==> config.mk <==
export PLATFORM = sky130hd
export DESIGN_NAME = argmax_scanner
export DESIGN_NICKNAME = d
export VERILOG_FILES = /design/src/rtl/argmax_scanner.sv
export SDC_FILE = /design/constraint.sdc
export NUM_CORES = 1
export LEC_CHECK = 0
export CORE_MARGIN = 8
export CORE_UTILIZATION = 57
export DETAILED_ROUTE_END_ITERATION = 6
export GPL_TIMING_DRIVEN = 1
export HOLD_SLACK_MARGIN = 0.03
export PLACE_DENSITY_LB_ADDON = 0.25
export SYNTH_ARGS = -nofsm -noshare
export SYNTH_HDL_FRONTEND = slang
export SYNTH_SLANG_ARGS = --single-unit
==> constraint.sdc <==
create_clock -name Clk -period 6.9 [get_ports Clk]
set_input_delay 1.38 -clock Clk [delete_from_list [all_inputs] [get_ports Clk]]
set_output_delay 1.38 -clock Clk [all_outputs]
set_load 0.02 [all_outputs]
==> src/rtl/argmax_scanner.sv <==
// argmax_scanner: snapshots NUM_CLASSES scores and finds top-1/top-2 one class per cycle.
// Optional margin/confidence path is built only when ARGMAX_MARGIN_EN is defined.
module argmax_scanner #(
    parameter int unsigned       NUM_CLASSES = 10,
    parameter int unsigned       PROB_W      = 16,
    parameter int                SIGNED_CMP  = 0,
    parameter logic [PROB_W-1:0] MARGIN_TH   = 'h0400
) (
    input  logic                          Clk,
    input  logic                          Reset_n,
    input  logic                          Start,
    input  logic [NUM_CLASSES*PROB_W-1:0] Prob_in,
    output logic                          Busy,
    output logic                          Valid,
    output logic [3:0]                    Argmax,
    output logic [PROB_W-1:0]             Max_prob,
    output logic [3:0]                    Second_idx,
    output logic [PROB_W-1:0]             Margin,
    output logic                          Confident
);

    typedef enum logic [1:0] {IDLE, SCAN, DONE} state_t;

    localparam logic [3:0] LAST_IDX = 4'(NUM_CLASSES - 1);

    state_t            state_q, state_d;
    logic [PROB_W-1:0] snap_q [NUM_CLASSES];
    logic [PROB_W-1:0] snap_d [NUM_CLASSES];
    logic [3:0]        idx_q, idx_d;
    logic [3:0]        best_idx_q, best_idx_d;
    logic [3:0]        sec_idx_q, sec_idx_d;
    logic [PROB_W-1:0] best_val_q, best_val_d;
    logic [PROB_W-1:0] sec_val_q, sec_val_d;
    logic              sec_vld_q, sec_vld_d;
    logic              busy_q, busy_d;
    logic              valid_q, valid_d;
    logic [3:0]        argmax_q, argmax_d;
    logic [3:0]        second_idx_q, second_idx_d;
    logic [PROB_W-1:0] max_prob_q, max_prob_d;
    logic              confident_q, confident_d;
    logic [PROB_W-1:0] cand;
`ifdef ARGMAX_MARGIN_EN
    logic [PROB_W-1:0] margin_q, margin_d;
`endif

    function automatic logic gt(input logic [PROB_W-1:0] a, input logic [PROB_W-1:0] b);
        if (SIGNED_CMP != 0) begin
            return $signed(a) > $signed(b);
        end
        return a > b;
    endfunction

    always_comb begin
        state_d      = state_q;
        snap_d       = snap_q;
        idx_d        = idx_q;
        best_idx_d   = best_idx_q;
        best_val_d   = best_val_q;
        sec_idx_d    = sec_idx_q;
        sec_val_d    = sec_val_q;
        sec_vld_d    = sec_vld_q;
        busy_d       = busy_q;
        valid_d      = 1'b0;
        argmax_d     = argmax_q;
        max_prob_d   = max_prob_q;
        second_idx_d = second_idx_q;
`ifdef ARGMAX_MARGIN_EN
        margin_d     = margin_q;
        confident_d  = confident_q;
`else
        confident_d  = 1'b1;
`endif

        cand = '0;
        for (int unsigned i = 0; i < NUM_CLASSES; i++) begin
            if (idx_q == 4'(i)) begin
                cand = snap_q[i];
            end
        end

        unique case (state_q)
            IDLE: begin
                if (Start) begin
                    for (int unsigned i = 0; i < NUM_CLASSES; i++) begin
                        snap_d[i] = Prob_in[i*PROB_W +: PROB_W];
                    end
                    best_idx_d = '0;
                    best_val_d = Prob_in[PROB_W-1:0];
                    sec_idx_d  = '0;
                    sec_val_d  = '0;
                    sec_vld_d  = 1'b0;
                    idx_d      = 4'd1;
                    busy_d     = 1'b1;
                    state_d    = SCAN;
                end
            end
            SCAN: begin
                if (gt(cand, best_val_q)) begin
                    sec_idx_d  = best_idx_q;
                    sec_val_d  = best_val_q;
                    sec_vld_d  = 1'b1;
                    best_idx_d = idx_q;
                    best_val_d = cand;
                end else if (!sec_vld_q || gt(cand, sec_val_q)) begin
                    sec_idx_d = idx_q;
                    sec_val_d = cand;
                    sec_vld_d = 1'b1;
                end
                idx_d = idx_q + 4'd1;
                // Results capture the post-update top-2 so the last class lands in the same edge.
                if (idx_q == LAST_IDX) begin
                    state_d      = DONE;
                    valid_d      = 1'b1;
                    argmax_d     = best_idx_d;
                    max_prob_d   = best_val_d;
                    second_idx_d = sec_idx_d;
`ifdef ARGMAX_MARGIN_EN
                    margin_d     = best_val_d - sec_val_d;
                    confident_d  = (margin_d >= MARGIN_TH);
`endif
                end
            end
            DONE: begin
                busy_d  = 1'b0;
                state_d = IDLE;
            end
            default: state_d = IDLE;
        endcase
    end

    always_ff @(posedge Clk) begin
        if (!Reset_n) begin
            state_q      <= IDLE;
            snap_q       <= '{default: '0};
            idx_q        <= '0;
            best_idx_q   <= '0;
            best_val_q   <= '0;
            sec_idx_q    <= '0;
            sec_val_q    <= '0;
            sec_vld_q    <= 1'b0;
            busy_q       <= 1'b0;
            valid_q      <= 1'b0;
            argmax_q     <= '0;
            max_prob_q   <= '0;
            second_idx_q <= '0;
            confident_q  <= 1'b0;
`ifdef ARGMAX_MARGIN_EN
            margin_q     <= '0;
`endif
        end else begin
            state_q      <= state_d;
            snap_q       <= snap_d;
            idx_q        <= idx_d;
            best_idx_q   <= best_idx_d;
            best_val_q   <= best_val_d;
            sec_idx_q    <= sec_idx_d;
            sec_val_q    <= sec_val_d;
            sec_vld_q    <= sec_vld_d;
            busy_q       <= busy_d;
            valid_q      <= valid_d;
            argmax_q     <= argmax_d;
            max_prob_q   <= max_prob_d;
            second_idx_q <= second_idx_d;
            confident_q  <= confident_d;
`ifdef ARGMAX_MARGIN_EN
            margin_q     <= margin_d;
`endif
        end
    end

    assign Busy       = busy_q;
    assign Valid      = valid_q;
    assign Argmax     = argmax_q;
    assign Max_prob   = max_prob_q;
    assign Second_idx = second_idx_q;
    assign Confident  = confident_q;
`ifdef ARGMAX_MARGIN_EN
    assign Margin     = margin_q;
`else
    assign Margin     = '0;
`endif

endmodule

* Yosys cells after proc, flatten, opt, wreduce, memory -nomap -nowiden *
Cells that the tools add are included.

operators by class
  add/sub/neg operators = 1
  equality and inequality tests = 14
  multiplexer cells = 36
  reduce and logical (&&, ||, !) cells = 13
  order comparisons = 2

operators by type and width
  cell                   count
  $mux W16               15
  $pmux W16 S2           2
  $gt A16 B16 Y1         2
  $pmux W4 S2            3
  $mux W4                5
  $eq A4 B3 Y1 const B   4
  $reduce_and A2 Y1      6
  $eq A4 B2 Y1 const B   2
  $eq A4 B4 Y1 const B   2
  $mux W1                6
  $add A4 B1 Y4 const B  1
  $eq A4 B1 Y1 const B   1
  $logic_not A4 Y1       1
  $mux W2                2
  $ne A2 B2 Y1 const B   2
  $pmux W1 S2            2
  $pmux W2 S2            1
  $reduce_bool A2 Y1     2
  $ne A3 B3 Y1 const B   1
  $reduce_and A3 Y1      1
  $eq A2 B1 Y1 const B   1
  $eq A2 B2 Y1 const B   1
  $logic_not A2 Y1       1
  $logic_not A1 Y1       1
  $logic_or A1 B1 Y1     1

word-level totals
  output and inout port bits = 43
  input bits = 163
  flip-flop bits (word level) = 234
  logic and storage cells = 89

* Longest topological paths before layout *
  depth after elaboration = 16
  mapped depth = 18
  depth with buffers taken out = 14

* Worst setup path after synthesis *
OpenSTA, ideal clock, no wires.

  path kind = flip-flop to flip-flop
  from = register idx_q[1]
  to = register sec_val_q[10]
  arrival = 3.610 ns
  setup time = 0.130 ns
  buffers on the path = 4
  stages on the path, launching flop included = 18
  period minus slack after synthesis = 3.740 ns
  data required time = 6.770 ns
  setup slack = 3.160 ns
  cells stage by stage = dfxtp_1 > inv_1 > ha_1 > buf_2 > clkbuf_1 > a2111oi_0 > nor2_1 > a211oi_1 > o31ai_2 > ha_1 > a41o_1 > a21o_1 > a211oi_2 > a21o_1 > buf_4 > buf_2 > mux2i_1 > o32ai_1

on the way
  longest elaborated chain between the ends = 15

ends and longest elaborated chain
  item                                line  source
  from (decl)                         29    logic [3:0] idx_q, idx_d;
  from (signal assigned)              153   idx_q <= idx_d;
  $logic_not A4 Y1                    76    if (idx_q == 4'(i)) begin
  $mux W16 (9 in series)              76
  $mux W16 (*)                        76
  $gt A16 B16 Y1                      50    return a > b;
  $logic_or A1 B1 Y1                  104   end else if (!sec_vld_q || gt(cand, sec_val_q)) begin
  $ne A3 B3 Y1 (no source line)       -
  $reduce_and A3 Y1 (no source line)  -
  to (signal assigned)                157   sec_val_q <= sec_val_d;
  to (decl)                           33    logic [PROB_W-1:0] sec_val_q, sec_val_d;

Every way passes the cells marked *; elsewhere a longest branch is shown, timed or not. The select of a mux whose other input is x is not followed.
A chain may end at the register's enable or synchronous reset.

* Worst setup path after layout *
  from = register idx_q[0]
  to = register sec_val_q[4]

Same word-level chain as after synthesis.

==> results_dict.tcl <==
set metrics [dict create \
    ys_types 58 \
    yosysSeqAreaShare 0.4248 \
    p_sw_uw 1078 \
    hold_class "reg2reg" \
    grt_max_degree 150 \
    cpPeakStageDelay_ns 1.07 \
    cts_tree "yes" \
    maxCapViolCount 0 \
    clk_path_buf_depth 3 \
    first_pass_iters 5 \
    place_inst 1729 \
    stdcell_count 1774 \
    antenna_cells 0 \
    layout_min_cycle_time_ns 5.645 \
    fp.dieArea_sq_um 24050 \
    start_util 0.5741 \
    total_power_uw 3836 \
    die_y_microns 155.1 \
    viasPerCell 5.904 \
    p_int_uw 2757 \
    track_usage 0.2884 \
    fin_crit_sh 0.8181 \
    clk_latency_ns 0.53 \
    hold_viol_final 0 \
    syn_inst 1368 \
    worstPathArrival_ns 6.02 \
    cts_made_buffers 25 \
    ant_nets 0 \
    layout.nets 1690 \
    vdd_ir_drop_max_uv 214.5 \
    layout_commonest_cell "nand2_1" \
    fin_skew_ns 0.009646 \
    maxSlewHeadroom 0.1972 \
    mostFrequentLayoutCells "nand2_1 (355), dfxtp_1 (234), a21oi_1 (206), clkdlybuf4s50_1 (189), o22ai_1 (49)" \
    ys_warn_count 0 \
    area_delta_synth_final_pct 25.66 \
    synth_edf_count 0 \
    grt-ovfl-total 0 \
    place.gp.congestion 0.9156 \
    netlist_area_sq_um 11030 \
    dp_hpwl_mm 25.59 \
    placed_area_sq_um 12900 \
    grt_pass1_vias 9951 \
    synth_ff_type "dfxtp_1" \
    ios 206 \
    cpMaxStageDelayCell "a2111oi_1" \
    portBuffers 189 \
    async_flop_share 0 \
    pwr-share-clk 0.406 \
    critPathKind "reg2reg" \
    clock_sinks 234 \
    wire_per_inst_microns 20.10 \
    cp-start-kind "flop" \
    num_vias 10470 \
    dr.first_iter.drc_count 955 \
    finalSetupViolCount 0 \
    fillers 1543 \
    p_sw_frac 0.2811 \
    avgSynthCellArea_sq_um 8.061 \
    rows 51 \
    routed_wirelength_mm 35.67 \
    die-width_microns 155.1 \
    status "finished clean" \
    final_area_sq_um 13860 \
    power_per_cell_area_nw_per_um2 276.8 \
    tightest_slew_ns 1.201 \
    grt_pass1_wl_mm 55.53 \
    cts_resized 0 \
    postLayoutCoreUtil 0.7214 \
    path_max_fanout 28 \
    seqPwrFrac 0.393 \
    ys_ff_latch 234 \
    floorplan.core_area_sq_um 19210 \
    reg2reg_depth 12 \
    crit_chain "ha_1, or3_1, a311oi_2, a2111oi_1, nor3_2, ha_1, nand3_1, o21ai_0, a211oi_2, a21o_1, a21o_1, o32ai_1" \
    combPwrFrac 0.202 \
    rsz0062_at_grt "false" \
    cts_hold_buf 0 \
    drc 0 \
    drive_above_1_share 0.06229 \
    post_cts_buffers 0 \
    end_kind "flop" \
    drv_slew 0 \
    antenna_found_initial 0 \
    p_leak_uw 0.005229 \
    htree_levels 1 \
    fmax_ghz 0.1772 \
    cts_root_buf "clkbuf_16" \
    critical_path_required_ns 7.28 \
    whs_path_depth 2 \
    final.setup.tns_ns 0 \
    clk_pin_slew_ns 0.07 \
]
[power by group through the flow]
stage	Combinational (uW)	Sequential, uW	Clock (uW)
floorplan	528	1500	0
global placement	749	1530	0
detailed placement	758	1530	0
CTS	763	1500	1560
global route	834	1510	1620
finish	774	1510	1560
[synthesized netlist by cell type, types with 2 or more instances]
cell         n  area share
a2111oi_0    7      0.0056
a2111oi_1    7      0.0064
a211o_1      3      0.0024
a211oi_1     6      0.0041
a211oi_2     2      0.0023
a21o_1       6      0.0041
a21oi_1    206       0.093
a221oi_1    14       0.011
a22oi_1     19       0.013
a311oi_1     6      0.0048
a311oi_2     8       0.011
a31oi_1      5      0.0028
a41o_1       2      0.0018
buf_2       17      0.0077
buf_4       19       0.013
buf_6        2      0.0020
clkbuf_1    88       0.030
dfxtp_1    234        0.42
ha_1        36       0.041
inv_1       43       0.015
mux2i_1     39       0.035
nand2_1    356        0.12
nand2b_1     2      0.0011
nand3_1     16      0.0073
nand3b_1    30       0.020
nand4_1      9      0.0051
nor2_1      12      0.0041
nor2b_1     22       0.012
nor3_2      12       0.011
nor3b_1      3      0.0020
o211ai_1     2      0.0014
o21a_1       4      0.0027
o21ai_0     33       0.015
o221ai_1     6      0.0048
o22ai_1     49       0.028
o31a_1       5      0.0040
o31ai_1      2      0.0014
o32ai_1     15       0.012
or3_1        2      0.0011
[cell type report]
| class | count | area, sq um | share of cell area |
|---|---|---|---|
| Clock inverter | 10 | 231.5 | 0.01671 |
| Multi-Input combinational cell | 978 | 5670 | 0.4092 |
| Inverter | 44 | 167.7 | 0.01210 |
| Timing Repair Buffer | 208 | 2047 | 0.1477 |
| Sequential cell | 234 | 4684 | 0.3381 |
| Tap cell | 265 | 331.6 | 0.02393 |
| Clock buffer | 35 | 723.2 | 0.05219 |
[layer usage]
layer,track usage,wire (microns),up-vias,share of wire
met5,0,0,-,0
met4,0.08493,1037,0,0.029
met3,0.04355,2556,71,0.072
met2,0.4710,16720,458,0.47
met1,0.3877,15350,4914,0.43
li1,-,-,5030,-
[critical path, delay by kind of cell, from the launching register on]
family          cells  cell delay, ns
compound gates      7            2.82
fa+ha+maj           2            1.18
simple gates        3            0.97
flops               1            0.50
[cells by family after synthesis]
group	Yosys count	share of synthesized area
other	1	0.0003401
flip-flops	234	0.4248
multiplexers	39	0.03540
buffers and inverters	171	0.06797
AO/OA/AOI/OAI	418	0.2412
AND/OR/NAND/NOR	469	0.1894
adder cells (fa/ha/maj)	36	0.04085
[sequential cells by signal, summed over array words and instances (netlist names)]
register    flops
Argmax          4
Busy            1
Confident       1
Max_prob       16
Second_idx      4
Valid           1
best_idx_q      4
best_val_q     16
idx_q           4
sec_idx_q       4
sec_val_q      16
sec_vld_q       1
snap_q        160
state_q         2
[metrics by stage]
step,hold slack [ns],worst slack [ns]
6_report,0.4551,1.255
5_1_grt,0.4754,1.076
4_1_cts,0.4556,1.482
3_5_place_dp,0.4480,1.505
3_3_place_gp,0.4429,1.708
2_1_floorplan,0.4313,3.160
[final timing paths]
path         startpoint      endpoint  slack, ns
max reg2reg    idx_q[0]  sec_val_q[4]       1.26
max            idx_q[0]  sec_val_q[4]       1.26
min          snap_q[89]    snap_q[89]       0.46
min reg2reg  snap_q[89]    snap_q[89]       0.46
Note: power is estimated with default switching activity, not from simulation.
